[config.mk]
export PLATFORM = sky130hd
export DESIGN_NAME = shot_controller
export DESIGN_NICKNAME = d
export VERILOG_FILES = /design/src/rtl/sea_battle_pkg.sv /design/src/rtl/pix_to_cell.sv /design/src/rtl/shot_controller.sv
export SDC_FILE = /design/constraint.sdc
export NUM_CORES = 1
export LEC_CHECK = 0
export ABC_AREA = 1
export CORE_MARGIN = 8
export CORE_UTILIZATION = 40
export DETAILED_ROUTE_END_ITERATION = 8
export PLACE_DENSITY = 0.68
export SLEW_MARGIN = 0
export SYNTH_ARGS = -nofsm -noshare
export SYNTH_HDL_FRONTEND = slang
export SYNTH_HIERARCHICAL = 1
export SYNTH_SLANG_ARGS = --single-unit
[constraint.sdc]
create_clock -name clk -period 4.4 [get_ports clk]
set_input_delay 0.88 -clock clk [delete_from_list [all_inputs] [get_ports clk]]
set_output_delay 0.88 -clock clk [all_outputs]
set_load 0.05 [all_outputs]
[src/rtl/sea_battle_pkg.sv]
// Shared sea-battle definitions: grid geometry, scan codes, cell encodings and FSM states.
// Consumed by the shot controller, cursor controller and board renderer.
package sea_battle_pkg;

  localparam int GRID_X     = 320;
  localparam int GRID_Y     = 50;
  localparam int CELL_SIZE  = 30;
  localparam int GRID_N     = 10;
  localparam int SHIP_CELLS = 20;

  localparam int GRID_X_END = GRID_X + GRID_N * CELL_SIZE;
  localparam int GRID_Y_END = GRID_Y + GRID_N * CELL_SIZE;

  localparam logic [7:0] KEY_FIRE = 8'h5A;

  typedef enum logic [1:0] {
    CELL_EMPTY = 2'b00,
    CELL_SHIP  = 2'b01,
    CELL_MISS  = 2'b10,
    CELL_HIT   = 2'b11
  } cell_e;

  typedef enum logic [3:0] {
    ST_IDLE,
    ST_CHECK,
    ST_CALC,
    ST_READ,
    ST_WAIT,
    ST_EVAL,
    ST_WRITE,
    ST_DONE,
    ST_OVER
  } shot_state_e;

  typedef enum logic [1:0] {
    P2C_IDLE,
    P2C_CHECK,
    P2C_CALC
  } p2c_phase_e;

  function automatic logic [6:0] sat_inc7(input logic [6:0] v);
    return (v == 7'h7F) ? v : v + 7'd1;
  endfunction

endpackage

[src/rtl/pix_to_cell.sv]
// Pixel-to-cell converter: grid range check, iterative division by CELL_SIZE,
// and row*GRID_N+col address generation, driven by a start/done handshake.
module pix_to_cell
  import sea_battle_pkg::*;
(
  input  logic       clk,
  input  logic       rst_n,
  input  logic       start_i,
  input  logic [9:0] x_i,
  input  logic [9:0] y_i,
  output logic       err_o,
  output logic       done_o,
  output logic [6:0] addr_o
);

  localparam logic [9:0] X_LO = 10'(GRID_X);
  localparam logic [9:0] X_HI = 10'(GRID_X_END);
  localparam logic [9:0] Y_LO = 10'(GRID_Y);
  localparam logic [9:0] Y_HI = 10'(GRID_Y_END);
  localparam logic [9:0] CELL = 10'(CELL_SIZE);

  p2c_phase_e phase_q, phase_d;
  logic [9:0] rx_q, rx_d;
  logic [9:0] ry_q, ry_d;
  logic [3:0] col_q, col_d;
  logic [3:0] row_q, row_d;

  // NOTE: reset is synchronous, so it lives inside the clocked branch; sequential
  // state is updated only with non-blocking assignments to avoid ordering races.
  always_ff @(posedge clk) begin
    if (!rst_n) begin
      phase_q <= P2C_IDLE;
      rx_q    <= '0;
      ry_q    <= '0;
      col_q   <= '0;
      row_q   <= '0;
    end else begin
      phase_q <= phase_d;
      rx_q    <= rx_d;
      ry_q    <= ry_d;
      col_q   <= col_d;
      row_q   <= row_d;
    end
  end

  // NOTE: every combinational output gets a default first so no path infers a latch.
  always_comb begin
    phase_d = phase_q;
    rx_d    = rx_q;
    ry_d    = ry_q;
    col_d   = col_q;
    row_d   = row_q;
    err_o   = 1'b0;
    done_o  = 1'b0;

    case (phase_q)
      P2C_IDLE: begin
        if (start_i) begin
          rx_d    = x_i;
          ry_d    = y_i;
          phase_d = P2C_CHECK;
        end
      end
      P2C_CHECK: begin
        if (rx_q < X_LO || rx_q >= X_HI || ry_q < Y_LO || ry_q >= Y_HI) begin
          err_o   = 1'b1;
          phase_d = P2C_IDLE;
        end else begin
          rx_d    = rx_q - X_LO;
          ry_d    = ry_q - Y_LO;
          col_d   = '0;
          row_d   = '0;
          phase_d = P2C_CALC;
        end
      end
      P2C_CALC: begin
        // X and Y divide independently; the longer one sets the duration.
        if (rx_q >= CELL) begin
          rx_d  = rx_q - CELL;
          col_d = col_q + 4'd1;
        end
        if (ry_q >= CELL) begin
          ry_d  = ry_q - CELL;
          row_d = row_q + 4'd1;
        end
        if (rx_q < CELL && ry_q < CELL) begin
          done_o  = 1'b1;
          phase_d = P2C_IDLE;
        end
      end
      default: phase_d = P2C_IDLE;
    endcase
  end

  generate
    if (GRID_N == 10) begin : g_shift_add
      assign addr_o = 7'({row_q, 3'b000}) + 7'({row_q, 1'b0}) + 7'(col_q);
    end else begin : g_mul
      assign addr_o = 7'(32'(row_q) * GRID_N + 32'(col_q));
    end
  endgenerate

endmodule

[src/rtl/shot_controller.sv]
// Sea-battle fire sequencer: locate cursor cell, read board RAM, classify, write back, score.
// Optional SHOT_STATS_EN adds shot_count/miss_count outputs.
module shot_controller
  import sea_battle_pkg::*;
(
  input  logic       clk,
  input  logic       rst_n,
  input  logic [7:0] key_code,
  input  logic       key_valid,
  input  logic [9:0] cursor_x,
  input  logic [9:0] cursor_y,
  output logic [6:0] mem_addr,
  output logic       mem_rd_en,
  input  logic [1:0] mem_rd_data,
  output logic       mem_wr_en,
  output logic [1:0] mem_wr_data,
  output logic       busy,
  output logic       cursor_lock,
  output logic       shot_done,
  output logic       shot_hit,
  output logic       shot_repeat,
  output logic       shot_err,
  output logic [4:0] hit_count,
  output logic       game_over
`ifdef SHOT_STATS_EN
  ,
  output logic [6:0] shot_count,
  output logic [6:0] miss_count
`endif
);

  localparam logic [4:0] HIT_MAX = 5'(SHIP_CELLS);

  shot_state_e state_q, state_d;
  logic [6:0]  addr_q, addr_d;
  cell_e       wr_data_q, wr_data_d;
  logic        hit_q, hit_d;
  logic        rep_q, rep_d;
  logic [4:0]  hit_count_q, hit_count_d;

  logic        p2c_start;
  logic        p2c_err;
  logic        p2c_done;
  logic [6:0]  p2c_addr;
  logic        rd_en;
  logic        wr_en;
  logic        done;
  logic        err;

  pix_to_cell u_pix_to_cell (
    .clk     (clk),
    .rst_n   (rst_n),
    .start_i (p2c_start),
    .x_i     (cursor_x),
    .y_i     (cursor_y),
    .err_o   (p2c_err),
    .done_o  (p2c_done),
    .addr_o  (p2c_addr)
  );

  always_ff @(posedge clk) begin
    if (!rst_n) begin
      state_q     <= ST_IDLE;
      addr_q      <= '0;
      wr_data_q   <= CELL_EMPTY;
      hit_q       <= 1'b0;
      rep_q       <= 1'b0;
      hit_count_q <= '0;
    end else begin
      state_q     <= state_d;
      addr_q      <= addr_d;
      wr_data_q   <= wr_data_d;
      hit_q       <= hit_d;
      rep_q       <= rep_d;
      hit_count_q <= hit_count_d;
    end
  end

  always_comb begin
    state_d     = state_q;
    addr_d      = addr_q;
    wr_data_d   = wr_data_q;
    hit_d       = hit_q;
    rep_d       = rep_q;
    hit_count_d = hit_count_q;
    p2c_start   = 1'b0;
    rd_en       = 1'b0;
    wr_en       = 1'b0;
    done        = 1'b0;
    err         = 1'b0;

    case (state_q)
      ST_IDLE: begin
        if (key_valid && key_code == KEY_FIRE) begin
          p2c_start = 1'b1;
          state_d   = ST_CHECK;
        end
      end
      ST_CHECK: begin
        if (p2c_err) begin
          err     = 1'b1;
          state_d = ST_IDLE;
        end else begin
          state_d = ST_CALC;
        end
      end
      ST_CALC: begin
        if (p2c_done) begin
          addr_d  = p2c_addr;
          state_d = ST_READ;
        end
      end
      ST_READ: begin
        rd_en   = 1'b1;
        state_d = ST_WAIT;
      end
      ST_WAIT: state_d = ST_EVAL;
      ST_EVAL: begin
        case (cell_e'(mem_rd_data))
          CELL_EMPTY: begin
            wr_data_d = CELL_MISS;
            hit_d     = 1'b0;
            rep_d     = 1'b0;
            state_d   = ST_WRITE;
          end
          CELL_SHIP: begin
            wr_data_d = CELL_HIT;
            hit_d     = 1'b1;
            rep_d     = 1'b0;
            if (hit_count_q != HIT_MAX) hit_count_d = hit_count_q + 5'd1;
            state_d   = ST_WRITE;
          end
          CELL_MISS, CELL_HIT: begin
            hit_d   = 1'b0;
            rep_d   = 1'b1;
            state_d = ST_DONE;
          end
        endcase
      end
      ST_WRITE: begin
        wr_en   = 1'b1;
        state_d = ST_DONE;
      end
      ST_DONE: begin
        done    = 1'b1;
        state_d = (hit_count_q == HIT_MAX) ? ST_OVER : ST_IDLE;
      end
      ST_OVER: state_d = ST_OVER;
      default: state_d = ST_IDLE;
    endcase
  end

  // A write coinciding with the reset edge must not reach the RAM.
  assign mem_wr_en   = wr_en & rst_n;
  assign mem_wr_data = wr_en ? wr_data_q : CELL_EMPTY;
  assign mem_rd_en   = rd_en;
  assign mem_addr    = addr_q;
  assign busy        = (state_q != ST_IDLE) && (state_q != ST_OVER);
  assign cursor_lock = busy;
  assign shot_done   = done;
  assign shot_hit    = done & hit_q;
  assign shot_repeat = done & rep_q;
  assign shot_err    = err;
  assign hit_count   = hit_count_q;
  assign game_over   = (state_q == ST_OVER);

`ifdef SHOT_STATS_EN
  logic [6:0] shot_count_q;
  logic [6:0] miss_count_q;

  always_ff @(posedge clk) begin
    if (!rst_n) begin
      shot_count_q <= '0;
      miss_count_q <= '0;
    end else if (done && !rep_q) begin
      shot_count_q <= sat_inc7(shot_count_q);
      if (!hit_q) miss_count_q <= sat_inc7(miss_count_q);
    end
  end

  assign shot_count = shot_count_q;
  assign miss_count = miss_count_q;
`endif

endmodule

== Word level (Yosys, flattened, before mapping) ==
Index checks and enable logic that the tools add are counted.

* Bits in registers: 50
* Input port bits: 33
* Word-level logic and storage cells: 118

* Add/sub/neg operators: 9
* Order comparisons: 8
* Eq/ne operators: 24
* Muxes and demuxes: 38
* Bitwise gates (word level): 3
* Reduce and logical (&&, ||, !) cells: 25

{| class="wikitable"
|+ Operators by type and width
! kind !! number
|-
| 10-bit two-way mux || 6
|-
| 10-bit one-hot mux with 3 select lines || 2
|-
| 4-bit one-hot mux with 9 select lines || 1
|-
| 4-bit two-way mux || 6
|-
| 4-bit one-hot mux with 2 select lines || 3
|-
| 10-bit by 5-bit >= comparator with 1-bit output (second input constant) || 2
|-
| 10-bit by 5-bit < comparator with 1-bit output (second input constant) || 2
|-
| 10-bit by 5-bit subtractor with 10-bit output (second input constant) || 2
|-
| 4-bit by 3-bit equality test with 1-bit output (second input constant) || 4
|-
| 1-bit two-way mux || 11
|-
| 10-bit >= comparator (second input constant) || 1
|-
| 10-bit by 9-bit >= comparator with 1-bit output (second input constant) || 1
|-
| 10-bit by 6-bit < comparator with 1-bit output (second input constant) || 1
|-
| 10-bit by 9-bit < comparator with 1-bit output (second input constant) || 1
|-
| 2-bit two-way mux || 5
|-
| 10-bit by 6-bit subtractor with 10-bit output (second input constant) || 1
|-
| 10-bit by 9-bit subtractor with 10-bit output (second input constant) || 1
|-
| 3-bit AND reduction || 3
|-
| 4-bit by 1-bit adder with 4-bit output (second input constant) || 2
|-
| 4-bit by 2-bit equality test with 1-bit output (second input constant) || 2
|-
| 8-bit by 7-bit equality test with 1-bit output (second input constant) || 1
|-
| 2-bit != test (second input constant) || 4
|-
| 2-bit AND reduction || 4
|-
| 4-bit AND reduction || 2
|-
| 24 further kinds || 39
|}

== Longest topological paths before layout ==
* Word-level depth: 8
* Gate-level depth with buffers: 16

== Modules after synthesis ==
Netlist, hierarchy kept.

{| class="wikitable"
|+ By module, submodules not included
! module !! instances !! cells each !! area an instance (um^2) !! sequential area each (um^2)
|-
| pix_to_cell || 1 || 417 || 2570.0 || 600.6
|-
| shot_controller || 1 || 156 || 1018.5 || 400.4
|}

== Worst setup path after synthesis ==
Ideal clock, no wire load.

* Path type: register -> output
* From: register u_pix_to_cell.rx_q[6]
* To: output shot_err
* Arrival time: 2.774 ns
* Data required time: 3.520 ns
* Path slack: 0.746 ns
* Cell stages (with the launch flop): 14
* Path buffers: 1
* Path through: dfxtp_1 -> inv_1 -> ha_1 -> inv_1 -> nand2_1 -> nand2_1 -> nand2_1 -> a21oi_2 -> nand3_2 -> nand2_4 -> buf_4 -> inv_1 -> inv_1 -> nor4_1

* Longest elaborated chain between the ends: 8
* Elaborated cells between the ends (all ways): 9

{| class="wikitable"
|+ RTL lines
! element !! line !! text
|-
| from (decl) || pix_to_cell.sv:23 || <nowiki>logic [9:0] rx_q, rx_d;</nowiki>
|-
| from (signal assigned) || pix_to_cell.sv:39 || <nowiki>rx_q <= rx_d;</nowiki>
|-
| 10-bit by 9-bit < comparator with 1-bit output or 10-bit >= comparator (tied branches) || pix_to_cell.sv:65 || <nowiki>if (rx_q < X_LO || rx_q >= X_HI || ry_q < Y_LO || ry_q >= Y_HI) begin</nowiki>
|-
| 1-bit logical OR * (3 in series) || pix_to_cell.sv:65 ||
|-
| 1-bit two-way mux * || pix_to_cell.sv:65 ||
|-
| 1-bit two-way mux * || pix_to_cell.sv:56 || <nowiki>case (phase_q)</nowiki>
|-
| named net p2c_err || shot_controller.sv:42 || <nowiki>logic p2c_err;</nowiki>
|-
| 1-bit two-way mux * || shot_controller.sv:100 || <nowiki>if (p2c_err) begin</nowiki>
|-
| 1-bit two-way mux * || shot_controller.sv:92 || <nowiki>case (state_q)</nowiki>
|-
| to (decl) || shot_controller.sv:22 || <nowiki>output logic shot_err,</nowiki>
|}

Mark *: on every way through the listed nets, which the timed path passes. The rest lies on a longest branch.

== Worst setup path after layout ==
Same ends and word-level chain as after synthesis.

==> impl_metrics.csv <==
group,metric,value,unit
run_status,status,"finished, final reports clean",
cts,clkSinkCount,50,
route,drc_errors,0,
global_route,met1_usage,17.20,%
critical_path,r2r_cells,7,
synthesis,synth_top_area_share,27.89,%
final_layout,layout-drive-gt1-share,5.968,%
sta,period_needed,3.682,ns
global_route,grt-busiest-layer,"met2",
power,p_clk_share,13.8,%
final_layout,nets,674,
sta,setup_viol_count_final,0,
sta,setup_tns,0,ns
route,firstDrtPassIters,5,
critical_path,crit_end,"shot_err",
critical_path,r2r_setup_slack,1.83,ns
synthesis,async_flop_share,0,%
cts,clkLatencyLatePin,0.32,ns
route,wl,9.103,mm
critical_path,worstSetupStartpointType,"flop",
power,power_frac_comb,56.4,%
floorplan,die_x,110.7,um
sta,tightestPinTransition,0.9949,ns
floorplan,chipHeight,110.7,um
job,cap_violations,0,
synthesis,ys_top_cells_by_area,"dfxtp_1 28%, nand2_1 15%, nor2_1 9.0%",
sta,fin_skew,0.009531,ns
power,power.leakage,1.988,nW
global_route,grt_util_met2,26.27,%
global_route,grt_pass1_wl,15.33,mm
sta,whs,0.4705,ns
sta,period_share,83.68,%
place,port_buffers,55,
synthesis,ys_ff_latch,50,
synthesis,synth_area,3588,sq um
place,dp_hpwl,6.849,mm
synthesis,yosys_warnings,6,
critical_path,cp-end-kind,"primary output",
global_route,grt_max_degree,23,
floorplan,start_util,41.15,%
route,postRouteAntennaNets,0,
global_route,grt_usage,14.54,%
sta,hold_viol_final,0,
global_route,grt_pass1_vias,3433,
final_layout,antenna_cells,0,
final_layout,area_delta_synth_final,19.49,%
synthesis,synth.net_count,628,
route,via_per_inst,5.047,
power,seqPwrFrac,29.9,%
critical_path,r2r-start,"u_pix_to_cell/phase_q[0]$_SDFFE_PN0P_",
final_layout,multi_input_area,2235,sq um
synthesis,syn_area_per_cell,6.263,sq um
cts,cts_root_buf,"clkbuf_8",
power,peakVddDrop,0.1852,mV
global_route,overflow,0,
final_layout,fill_cells,867,
global_route,antenna_found_initial,0,
place,place_congestion,0.9450,
min_path,hp-class,"reg -> reg",
sta,rsz0062_at_grt,"false",
power,swShare,50.27,%
synthesis,synth_cell_types,34,
sta,fmax,271.6,MHz
route,drt_iter0_markers,209,
synthesis,yosys.area.top_type,"dfxtp_1",
critical_path,crit_start,"u_pix_to_cell/rx_q[6]$_SDFFE_PN0P_",
cts,clock_path_buffers,2,
critical_path,r2r_end,"u_pix_to_cell/row_q[0]$_SDFFE_PN0P_",
floorplan,coreArea,8721,sq um
sta,relSlewSlack,33.17,%
cts,clkTransAtPathRegs,0.11,ns
critical_path,worstPathRequired,3.52,ns
floorplan,io-pin-count,56,
synthesis,synth_edf_count,0,
cts,post_cts_buffers,0,
route,vias,3674,
critical_path,cp_max_fo,19,
synthesis,ys_seq_area_share,27.89,%
synthesis,syn_inst,573,
sta,fin_ws,0.7183,ns
power,power.switching,1.077,mW
power,power-per-cell-area,499.8,nW/um^2
route,wire_per_inst,12.50,um
sta,finalMaxSlewViolations,0,
cts,ctsHoldBuffers,0,
global_route,met3_usage,2.110,%
floorplan,rows,34,
critical_path,crit_type,"reg -> out",
place,dp_worst_setup_slack,1.086,ns
synthesis,synth-main-ff-cell,"dfxtp_1",
cts,htreeDepth,2,
floorplan,dieArea,12260,sq um
cts,cts_resized,0,
cts,cts_tree,"built",
critical_path,arrival,2.80,ns
cts,cts_made_buffers,5,
power,p_int,1.066,mW
final_layout,regArea,1001,sq um
power by group through the flow:
stage | logic, mW | registers [mW] | clock network (mW)
global placement | 1.19 | 0.645 | 0
finish | 1.21 | 0.640 | 0.295
CTS | 1.20 | 0.638 | 0.308
detailed placement | 1.20 | 0.647 | 0
floorplan | 0.984 | 0.620 | 0
global route | 1.39 | 0.654 | 0.325
synth_stat cells, drive strengths merged (2+ instances only):
library cell,instances
a21oi,44
a31oi,2
buf,11
clkbuf,7
dfxtp,50
fa,2
ha,20
inv,68
nand2,150
nand3,64
nand4,15
nor2,93
nor3,3
o21ai,20
o21bai,4
or2,3
xor2,11
how the worst min path moves through the flow:
stage                                   start                         to  slack, ns  cells after the start
floorplan           wr_data_q[1]$_SDFFE_PN0P_  wr_data_q[1]$_SDFFE_PN0P_       0.44                      2
global placement    wr_data_q[1]$_SDFFE_PN0P_  wr_data_q[1]$_SDFFE_PN0P_       0.45                      2
detailed placement   mem_addr[1]$_SDFFE_PN0P_   mem_addr[1]$_SDFFE_PN0P_       0.46                      2
CTS                  mem_addr[3]$_SDFFE_PN0P_   mem_addr[3]$_SDFFE_PN0P_       0.47                      2
global route         mem_addr[4]$_SDFFE_PN0P_   mem_addr[4]$_SDFFE_PN0P_       0.49                      2
finish               mem_addr[2]$_SDFFE_PN0P_   mem_addr[2]$_SDFFE_PN0P_       0.47                      2
layout make-up:
class	instances	area share (%)
repair buffers	57	13.13
clock buffers	5	1.605
flip-flops and latches	50	23.34
multi-input cells	436	52.12
clock inverters	3	0.6128
inverters	69	6.040
well taps	108	3.151
sequential cells by signal, indices dropped and copies added, names as in the netlist:
signal                 cells
u_pix_to_cell/phase_q      2
rep_q                      1
mem_addr                   7
u_pix_to_cell/rx_q        10
hit_q                      1
u_pix_to_cell/row_q        4
state_q                    4
wr_data_q                  2
u_pix_to_cell/col_q        4
hit_count                  5
u_pix_to_cell/ry_q        10
critical path: stages (launching register included):
cell and delay (ns):
dfxtp_1 0.35, inv_1 0.13, ha_1 0.20, inv_1 0.07, nand2_1 0.08, nand2_1 0.06
nand2_1 0.08, a21oi_2 0.04, nand3_2 0.09, nand2_4 0.15, inv_1 0.10, inv_1 0.05
nor4_1 0.22, clkdlybuf4s50_1 0.87
stage by stage:
step           instance area, sq um  cells  util (%)  total power [mW]
2_1_floorplan                  3588    573         -             1.604
3_3_place_gp                   4193    720     48.08             1.835
3_5_place_dp                   4193    720     48.08             1.846
4_1_cts                        4288    728     49.17             2.149
5_1_grt                        4288    728     49.17             2.366
6_report                       4288    728     49.17             2.143
layer usage:
metal,vias to the layer above,wire length (um)
met5,-,0
met4,0,111
met3,13,340
met2,85,4482
met1,1643,4168
li1,1933,-
kinds of logic after synthesis:
| group | after synthesis | share of synthesized area (%) |
|---|---|---|
| AO/OA/AOI/OAI | 73 | 10.88 |
| buffers and inverters | 87 | 9.832 |
| XOR/XNOR | 11 | 2.685 |
| AND/OR/NAND/NOR | 330 | 40.62 |
| adder cells (fa/ha/maj) | 22 | 8.089 |
| flip-flops | 50 | 27.89 |
cells in the final DEF, fill, tap and decap left out, types with 2 or more instances in the layout:
cell,instances
nor2_4,2
clkdlybuf4s50_1,54
fa_1,2
nand4_1,15
o21bai_1,4
nor2_2,5
inv_1,64
nor2_1,86
xor2_1,11
inv_6,2
a21oi_1,43
nand2_1,146
dfxtp_1,50
clkbuf_8,5
nand2_2,3
ha_1,20
buf_4,3
o21ai_0,20
inv_2,4
or2_2,3
nand3_2,6
a31oi_1,2
nor3_1,3
nand3_1,57
Note: power is estimated with default switching activity, not from simulation.
